## config.mk

```make
export PLATFORM = sky130hd
export DESIGN_NAME = memory_arbiter
export DESIGN_NICKNAME = d
export VERILOG_FILES = /design/src/rtl/memory_arbiter.sv
export SDC_FILE = /design/constraint.sdc
export NUM_CORES = 1
export LEC_CHECK = 0
export ABC_AREA = 1
export CELL_PAD_IN_SITES_DETAIL_PLACEMENT = 2
export CELL_PAD_IN_SITES_GLOBAL_PLACEMENT = 2
export CORE_MARGIN = 5
export CORE_UTILIZATION = 23
export DETAILED_ROUTE_END_ITERATION = 10
export PLACE_DENSITY_LB_ADDON = 0.1
export REMOVE_ABC_BUFFERS = 1
export SLEW_MARGIN = 20
export SYNTH_ARGS = -nofsm -noshare
export SYNTH_HDL_FRONTEND = slang
export SYNTH_SLANG_ARGS = --single-unit
```

## constraint.sdc

```tcl
create_clock -name clk -period 3 [get_ports clk]
set_input_delay 0.6 -clock clk [delete_from_list [all_inputs] [get_ports clk]]
set_output_delay 0.6 -clock clk [all_outputs]
set_load 0.03 [all_outputs]
```

## src/rtl/memory_arbiter.sv

```systemverilog
// ---------------------------------------------------------------------------
// memory_arbiter
//
// Shares one memory port between an instruction-fetch port (if_*) and a
// data port (dm_*). One transaction is in flight at a time. A grant in IDLE
// registers the request onto mem_* and the FSM waits in BUSY_IF / BUSY_DM
// for mem_ready. Completion produces a one-cycle ack on the granted port in
// the following cycle. A transaction that sees no mem_ready for TIMEOUT
// BUSY cycles is aborted with ack + err and zero read data.
//
// Arbitration:
//   default                     : data port wins simultaneous requests.
//   MEM_ARB_ROUND_ROBIN_EN      : simultaneous requests go to the port that
//                                 was not granted last (last grant resets
//                                 to IF, so DM wins the first tie).
//
// Handshake: a requester raises x_req and holds it, with its address/data
// stable, until it sees x_ack high at a rising edge. x_ack is a one-cycle
// pulse and x_rdata is valid in that cycle and held until the port's next
// completion. On the memory side, mem_req and all mem_* outputs stay
// constant from the grant until the cycle after mem_ready (or timeout).
//
// Ports:
//   clk, rst                 clock, synchronous active-high reset
//   if_req/if_addr           fetch request and byte address
//   if_rdata/if_ack          fetch data and completion pulse
//   dm_req/dm_we/dm_addr/
//   dm_wdata/dm_be           data-port request, store flag, address, data,
//                            byte enables
//   dm_rdata/dm_ack          load data and completion pulse
//   mem_req/mem_we/mem_addr/
//   mem_wdata/mem_be         shared memory request
//   mem_rdata/mem_ready      memory read data and completion strobe
//   err                      pulses with the ack of a timed-out transaction
//   stall_if/stall_mem       pipeline stall requests
//   dbg_state                current FSM state (0 IDLE, 1 BUSY_IF, 2 BUSY_DM)
// ---------------------------------------------------------------------------
module memory_arbiter #(
  parameter int unsigned TIMEOUT = 64
) (
  input  logic        clk,
  input  logic        rst,
  input  logic        if_req,
  input  logic [31:0] if_addr,
  output logic [31:0] if_rdata,
  output logic        if_ack,
  input  logic        dm_req,
  input  logic        dm_we,
  input  logic [31:0] dm_addr,
  input  logic [31:0] dm_wdata,
  input  logic [3:0]  dm_be,
  output logic [31:0] dm_rdata,
  output logic        dm_ack,
  output logic        mem_req,
  output logic        mem_we,
  output logic [31:0] mem_addr,
  output logic [31:0] mem_wdata,
  output logic [3:0]  mem_be,
  input  logic [31:0] mem_rdata,
  input  logic        mem_ready,
  output logic        err,
  output logic        stall_if,
  output logic        stall_mem,
  output logic [1:0]  dbg_state
);

  typedef enum logic [1:0] {
    S_IDLE    = 2'd0,
    S_BUSY_IF = 2'd1,
    S_BUSY_DM = 2'd2
  } state_t;

  // The abort fires on the BUSY cycle whose count equals TIMEOUT-1, so the
  // transaction has spent exactly TIMEOUT cycles in BUSY when it is dropped.
  localparam logic [7:0] CNT_LAST = 8'(TIMEOUT - 1);

  state_t      state_q, state_d;
  logic        mem_req_q, mem_req_d;
  logic        mem_we_q, mem_we_d;
  logic [31:0] mem_addr_q, mem_addr_d;
  logic [31:0] mem_wdata_q, mem_wdata_d;
  logic [3:0]  mem_be_q, mem_be_d;
  logic [31:0] if_rdata_q, if_rdata_d;
  logic [31:0] dm_rdata_q, dm_rdata_d;
  logic        if_ack_q, if_ack_d;
  logic        dm_ack_q, dm_ack_d;
  logic        err_q, err_d;
  logic [7:0]  cnt_q, cnt_d;

  logic        elig_if, elig_dm;
  logic        grant_if, grant_dm;

  // A port whose ack is high this cycle is still holding a request that has
  // already been served; masking it prevents a duplicate grant and lets the
  // other port take the slot back-to-back.
  assign elig_if = if_req & ~if_ack_q;
  assign elig_dm = dm_req & ~dm_ack_q;

`ifdef MEM_ARB_ROUND_ROBIN_EN
  localparam logic GRANT_IF = 1'b0;
  localparam logic GRANT_DM = 1'b1;

  logic last_grant_q, last_grant_d;

  assign grant_dm = elig_dm & (~elig_if | (last_grant_q == GRANT_IF));
`else
  assign grant_dm = elig_dm;
`endif
  assign grant_if = elig_if & ~grant_dm;

  // Next-state and registered-output logic
  always_comb begin
    state_d     = state_q;
    mem_req_d   = mem_req_q;
    mem_we_d    = mem_we_q;
    mem_addr_d  = mem_addr_q;
    mem_wdata_d = mem_wdata_q;
    mem_be_d    = mem_be_q;
    if_rdata_d  = if_rdata_q;
    dm_rdata_d  = dm_rdata_q;
    if_ack_d    = 1'b0;
    dm_ack_d    = 1'b0;
    err_d       = 1'b0;
    cnt_d       = cnt_q;
`ifdef MEM_ARB_ROUND_ROBIN_EN
    last_grant_d = last_grant_q;
`endif

    case (state_q)
      S_IDLE: begin
        // mem_ready is deliberately not looked at here.
        if (grant_dm) begin
          state_d     = S_BUSY_DM;
          mem_req_d   = 1'b1;
          mem_we_d    = dm_we;
          mem_addr_d  = dm_addr;
          mem_wdata_d = dm_wdata;
          mem_be_d    = dm_be;
          cnt_d       = 8'd0;
`ifdef MEM_ARB_ROUND_ROBIN_EN
          last_grant_d = GRANT_DM;
`endif
        end else if (grant_if) begin
          state_d     = S_BUSY_IF;
          mem_req_d   = 1'b1;
          mem_we_d    = 1'b0;
          mem_addr_d  = if_addr;
          mem_wdata_d = 32'd0;
          mem_be_d    = 4'hF;
          cnt_d       = 8'd0;
`ifdef MEM_ARB_ROUND_ROBIN_EN
          last_grant_d = GRANT_IF;
`endif
        end
      end

      S_BUSY_IF, S_BUSY_DM: begin
        if (mem_ready || (cnt_q == CNT_LAST)) begin
          // Normal completion takes precedence over a timeout on the same
          // cycle; err marks the abort case only.
          state_d   = S_IDLE;
          mem_req_d = 1'b0;
          mem_we_d  = 1'b0;
          cnt_d     = 8'd0;
          err_d     = ~mem_ready;
          if (state_q == S_BUSY_IF) begin
            if_ack_d   = 1'b1;
            if_rdata_d = mem_ready ? mem_rdata : 32'd0;
          end else begin
            dm_ack_d = 1'b1;
            if (!mem_ready) begin
              dm_rdata_d = 32'd0;
            end else if (!mem_we_q) begin
              // Stores leave the previous load data visible.
              dm_rdata_d = mem_rdata;
            end
          end
        end else begin
          cnt_d = cnt_q + 8'd1;
        end
      end

      default: begin
        state_d   = S_IDLE;
        mem_req_d = 1'b0;
        mem_we_d  = 1'b0;
        cnt_d     = 8'd0;
      end
    endcase
  end

  always_ff @(posedge clk) begin
    if (rst) begin
      state_q     <= S_IDLE;
      mem_req_q   <= 1'b0;
      mem_we_q    <= 1'b0;
      mem_addr_q  <= 32'd0;
      mem_wdata_q <= 32'd0;
      mem_be_q    <= 4'd0;
      if_rdata_q  <= 32'd0;
      dm_rdata_q  <= 32'd0;
      if_ack_q    <= 1'b0;
      dm_ack_q    <= 1'b0;
      err_q       <= 1'b0;
      cnt_q       <= 8'd0;
`ifdef MEM_ARB_ROUND_ROBIN_EN
      last_grant_q <= GRANT_IF;
`endif
    end else begin
      state_q     <= state_d;
      mem_req_q   <= mem_req_d;
      mem_we_q    <= mem_we_d;
      mem_addr_q  <= mem_addr_d;
      mem_wdata_q <= mem_wdata_d;
      mem_be_q    <= mem_be_d;
      if_rdata_q  <= if_rdata_d;
      dm_rdata_q  <= dm_rdata_d;
      if_ack_q    <= if_ack_d;
      dm_ack_q    <= dm_ack_d;
      err_q       <= err_d;
      cnt_q       <= cnt_d;
`ifdef MEM_ARB_ROUND_ROBIN_EN
      last_grant_q <= last_grant_d;
`endif
    end
  end

  assign mem_req   = mem_req_q;
  assign mem_we    = mem_we_q;
  assign mem_addr  = mem_addr_q;
  assign mem_wdata = mem_wdata_q;
  assign mem_be    = mem_be_q;
  assign if_rdata  = if_rdata_q;
  assign dm_rdata  = dm_rdata_q;
  assign if_ack    = if_ack_q;
  assign dm_ack    = dm_ack_q;
  assign err       = err_q;
  assign dbg_state = state_q;

  assign stall_if  = if_req & ~if_ack_q;
  assign stall_mem = dm_req & ~dm_ack_q;

endmodule

```

Word level (Yosys, flattened, before mapping):

Cells that the tools add are included.

* RAM bits: 0
* input bits: 138
* bits in latches: 0
* ROM bits: 0
* logic and storage cells: 64
* bits in registers: 147
* memories kept: 0
* output and inout bits: 141

* divide/modulo/power cells: 0
* $add $sub $neg: 1
* reductions and logical operators: 9
* bitwise gates (word level): 10
* shifts and indexed selects: 0
* equal/unequal tests: 6
* mux-type cells: 26
* $lt $le $gt $ge: 0
* multipliers: 0

Operators with widths (count)
* $mux 32: 7
* $mux 8: 3
* $pmux 8 s2: 1
* $add 8x1->8 const B: 1
* $eq 8x6->1 const B: 1
* $mux 4: 2
* $mux 1: 7
* $not 1->1: 7
* $mux 2: 3
* $ne 2x2->1 const B: 2
* $pmux 1 s2: 2
* $pmux 2 s2: 1
* $reduce_and 2->1: 2
* $reduce_and 4->1: 1
* $and 1x1->1: 3
* $ne 3x3->1 const B: 1
* $reduce_and 3->1: 1
* $reduce_or 3->1: 1
* $eq 2x1->1 const B: 1
* $eq 2x2->1 const B: 1
* $logic_not 2->1: 1
* $reduce_bool 2->1: 1
* $reduce_or 2->1: 1
* $logic_or 1x1->1: 1

Depth between registers and ports, before layout:

* depth in word-level cells: 7
* depth in mapped cells: 10
* gate-level depth less buffers: 9

Least setup slack after synthesis:

No wires, ideal clock.

* path type: input to register
* start point: in if_req
* end point: reg mem_addr_q[21], in the netlist mem_addr[21]
* buffers on the path: 2
* library setup time: 0.125 ns
* data required time: 2.875 ns
* slack: 1.147 ns
* stages: 7
* arrival time: 1.728 ns
* cells stage by stage: inv_1 nor2_1 nand2_1 nand2_2 buf_2 buf_2 a31oi_1

* cells in the longest elaborated chain, start to end: 4

Ends and longest elaborated chain
* from (decl): RTL line 43 `input logic if_req,`
* $and 1x1->1
* via stall_if: RTL line 62 `output logic stall_if,`
* $and 1x1->1: RTL line 109 `assign grant_if = elig_if & ~grant_dm;`
* $reduce_bool 2->1 (no source line)
* $reduce_and 2->1 (no source line)
* to (signal assigned): RTL line 213 `mem_addr_q <= mem_addr_d;`
* to (decl): RTL line 80 `logic [31:0] mem_addr_q, mem_addr_d;`

The timed path passes the listed nets, and every way through them passes these cells.
A chain may end at the register's enable or synchronous reset.

Final worst setup path:

* start point: in if_req
* end point: out stall_if

* cells in the longest elaborated chain, start to end: 1

Ends and longest elaborated chain
* $and 1x1->1: RTL line 240 `assign stall_if = if_req & ~if_ack_q;`
* to (decl): RTL line 62

No other way between the ends.

==> out/qor.csv <==
metric,value,unit
r2r_cells,10,
peakVddDrop,0.367,mV
drcViolationCount,0,
worst_pin_slew,778,ps
crit_type,in2out,
num-fill-cells,3026,
worst_slack,468,ps
gp_congestion,0.737,
crit_fanout,2,
hold_buffers,0,
crit_arrival,1930,ps
floorplan.initialDensity,23.4,%
synth_edf_count,0,
area_growth_syn_to_layout,59.7,%
timing.rr.start,cnt_q[1],
yosysUniqueCellTypes,27,
tritoncts,done,
grt_util_met2,28.2,%
period_share,84.4,%
slew_violations,0,
path_clk_slew,60,ps
post-dp-hpwl,18400,um
final.setup.tns,0,ps
antenna_cells,0,
rows,59,
synthFlopType,dfxtp_1,
grt_pass1_vias,7095,
numCtsBuffers,17,
worstSetupEndpoint,stall_if,
cp-end-kind,output port,
grt.met3_usage,8.14,%
grt_max_degree,67,
worstSetupStartpoint,if_req,
async_flop_share,0,%
synth_top_area_cell,dfxtp_1,
clk_latency,430,ps
dr.pass1.iters,4,
numClockSinks,147,
grt_busiest_layer,met2,
r2r_setup_slack,830,ps
port_buffers,278,
cp-start-kind,primary input,
maxCapViolCount,0,
syn_area,6110,um2
nNetsFinal,1242,
ff_latch_area,2940,um2
dieArea,29900,um2
yosys_warnings,0,
viasPerCell,4.53,
synth.top_cell.area_share,48.1,%
syn_avg_cell_area,7.20,um2
final_area,9770,um2
clock_skew,16.9,ps
drive_above_1_share,5.83,%
die_h,173,um
cts-root-buf,clkbuf_16,
leakagePower,3.83,nW
met1_usage,19.3,%
cts_resized,0,
die_w,173,um
place_area,9170,um2
routed_wl,25400,um
top_level_ports,279,
multiInputGateArea,2560,um2
hold_class,reg2reg,
drtIter0Drc,184,
grtUsageTotal,16.7,%
grt_antenna_before_repair,2,
status,completed,
setup-violations-final,0,
grt_pass1_wl,40100,um
netlist_top_cells_area,"dfxtp_1 (48%), nand2_1 (17%), a21oi_1 (5.6%)",
required,2400,ps
reg2reg_to,dm_rdata[6],
ys_ff_latch,147,
via_count,6561,
slew_headroom,48.1,%
grt_setup_unrepaired,false,
h-tree-depth,4,
overflow,0,
post-place-ws,461,ps
ant_nets,0,
core_area,26100,um2
ys_seq_area_share,48.1,%
post_cts_buffers,0,
cts_buffer_depth,2,
max_freq,395,MHz
p_per_area,714,nW/um2
hold_viol_final,0,
synthCells,849,
wl_per_cell,17.5,um
period_needed,2530,ps
[logic make-up after synthesis]
family          share of synthesized area, %
compound gates                          12.6
xor+xnor                               0.573
fa+ha+maj                              0.614
buf+inv                                 9.94
flops                                   48.1
mux                                    0.164
simple gates                            27.9
[cells in the mapped netlist (4+ instances only)]
library cell / count
a31oi_1: 32
buf_4: 4
buf_2: 21
nand4_1: 33
nand2_1: 280
buf_1: 5
nand3_1: 42
o21ai_0: 32
inv_1: 81
xor2_1: 4
a21oi_1: 68
clkbuf_1: 29
dfxtp_1: 147
o221a_2: 4
nor2_1: 47
[per-layer routing]
metal | part of all wire [%] | wire length, um
met1 | 42 | 10700
met2 | 47 | 11900
met3 | 9.7 | 2470
met4 | 1.1 | 267
met5 | 0.063 | 16
[worst min path at each step]
stage	startpoint	end	cells after the start
final	if_rdata[0]	if_rdata[0]	2
after global routing	mem_wdata[3]	mem_wdata[3]	2
after CTS	if_rdata[0]	if_rdata[0]	2
after detailed placement	if_rdata[0]	if_rdata[0]	2
after global placement	mem_wdata[16]	mem_wdata[16]	2
after floorplan	cnt_q[7]	cnt_q[7]	3
[area by class of cell]
type	instances	area share, %
Sequential cell	147	30.1
Clock inverter	12	1.50
Clock buffer	20	4.57
Inverter	83	3.19
Multi-Input combinational cell	557	26.3
Tap cell	335	4.29
Timing Repair Buffer	295	30.1
[critical path: stages]
cell and delay (ps):
clkdlybuf4s50_1 480, inv_1 40, nor2_1 120, clkdlybuf4s50_1 690
[power breakdown]
part           switching [mW]  total (mW)  internal (mW)
clock                   0.927        2.19           1.27
combinational            1.49        2.41          0.922
sequential              0.140        2.37           2.23
total                    2.56        6.97           4.41
[registers in the layout, indices dropped and copies added, names as in the netlist]
signal and flops:
dbg_state 2, mem_be 4, mem_wdata 32, dm_ack 1, mem_we 1, mem_addr 32
mem_req 1, cnt_q 8, dm_rdata 32, if_rdata 32, if_ack 1, err 1
[metrics by stage]
step	power [mW]	hold WS, ps	util [%]	instances
final	6.97	461	37.4	1449
after global routing	7.39	488	37.4	1449
after CTS	7.12	465	37.4	1449
after detailed placement	4.87	455	35.1	1417
after global placement	4.83	448	35.1	1417
after floorplan	3.67	478	-	787
[cell usage in the layout (no fill, tap or decap)]
cell | Yosys | routed
a21oi_1 | 68 | 68
a21oi_2 | 1 | 1
a31o_2 | 1 | 1
a31oi_1 | 32 | 32
buf_12 | 0 | 3
buf_2 | 21 | 2
buf_4 | 4 | 15
bufinv_16 | 0 | 2
clkbuf_1 | 29 | 2
clkbuf_16 | 0 | 17
clkbuf_8 | 0 | 1
clkdlybuf4s50_1 | 0 | 275
clkinv_4 | 0 | 3
clkinvlp_4 | 0 | 3
dfxtp_1 | 147 | 147
ha_1 | 3 | 3
inv_1 | 81 | 80
inv_2 | 2 | 3
inv_6 | 0 | 3
inv_8 | 0 | 1
mux2i_1 | 1 | 1
nand2_1 | 280 | 280
nand2_2 | 3 | 3
nand2_4 | 1 | 1
nand3_1 | 42 | 42
nand3_4 | 1 | 1
nand4_1 | 33 | 33
nor2_1 | 47 | 47
nor2_4 | 1 | 1
nor3_1 | 1 | 1
o21ai_0 | 32 | 32
o21ai_1 | 2 | 2
o221a_2 | 4 | 4
xor2_1 | 4 | 4
(Power assumes the default switching activity.)
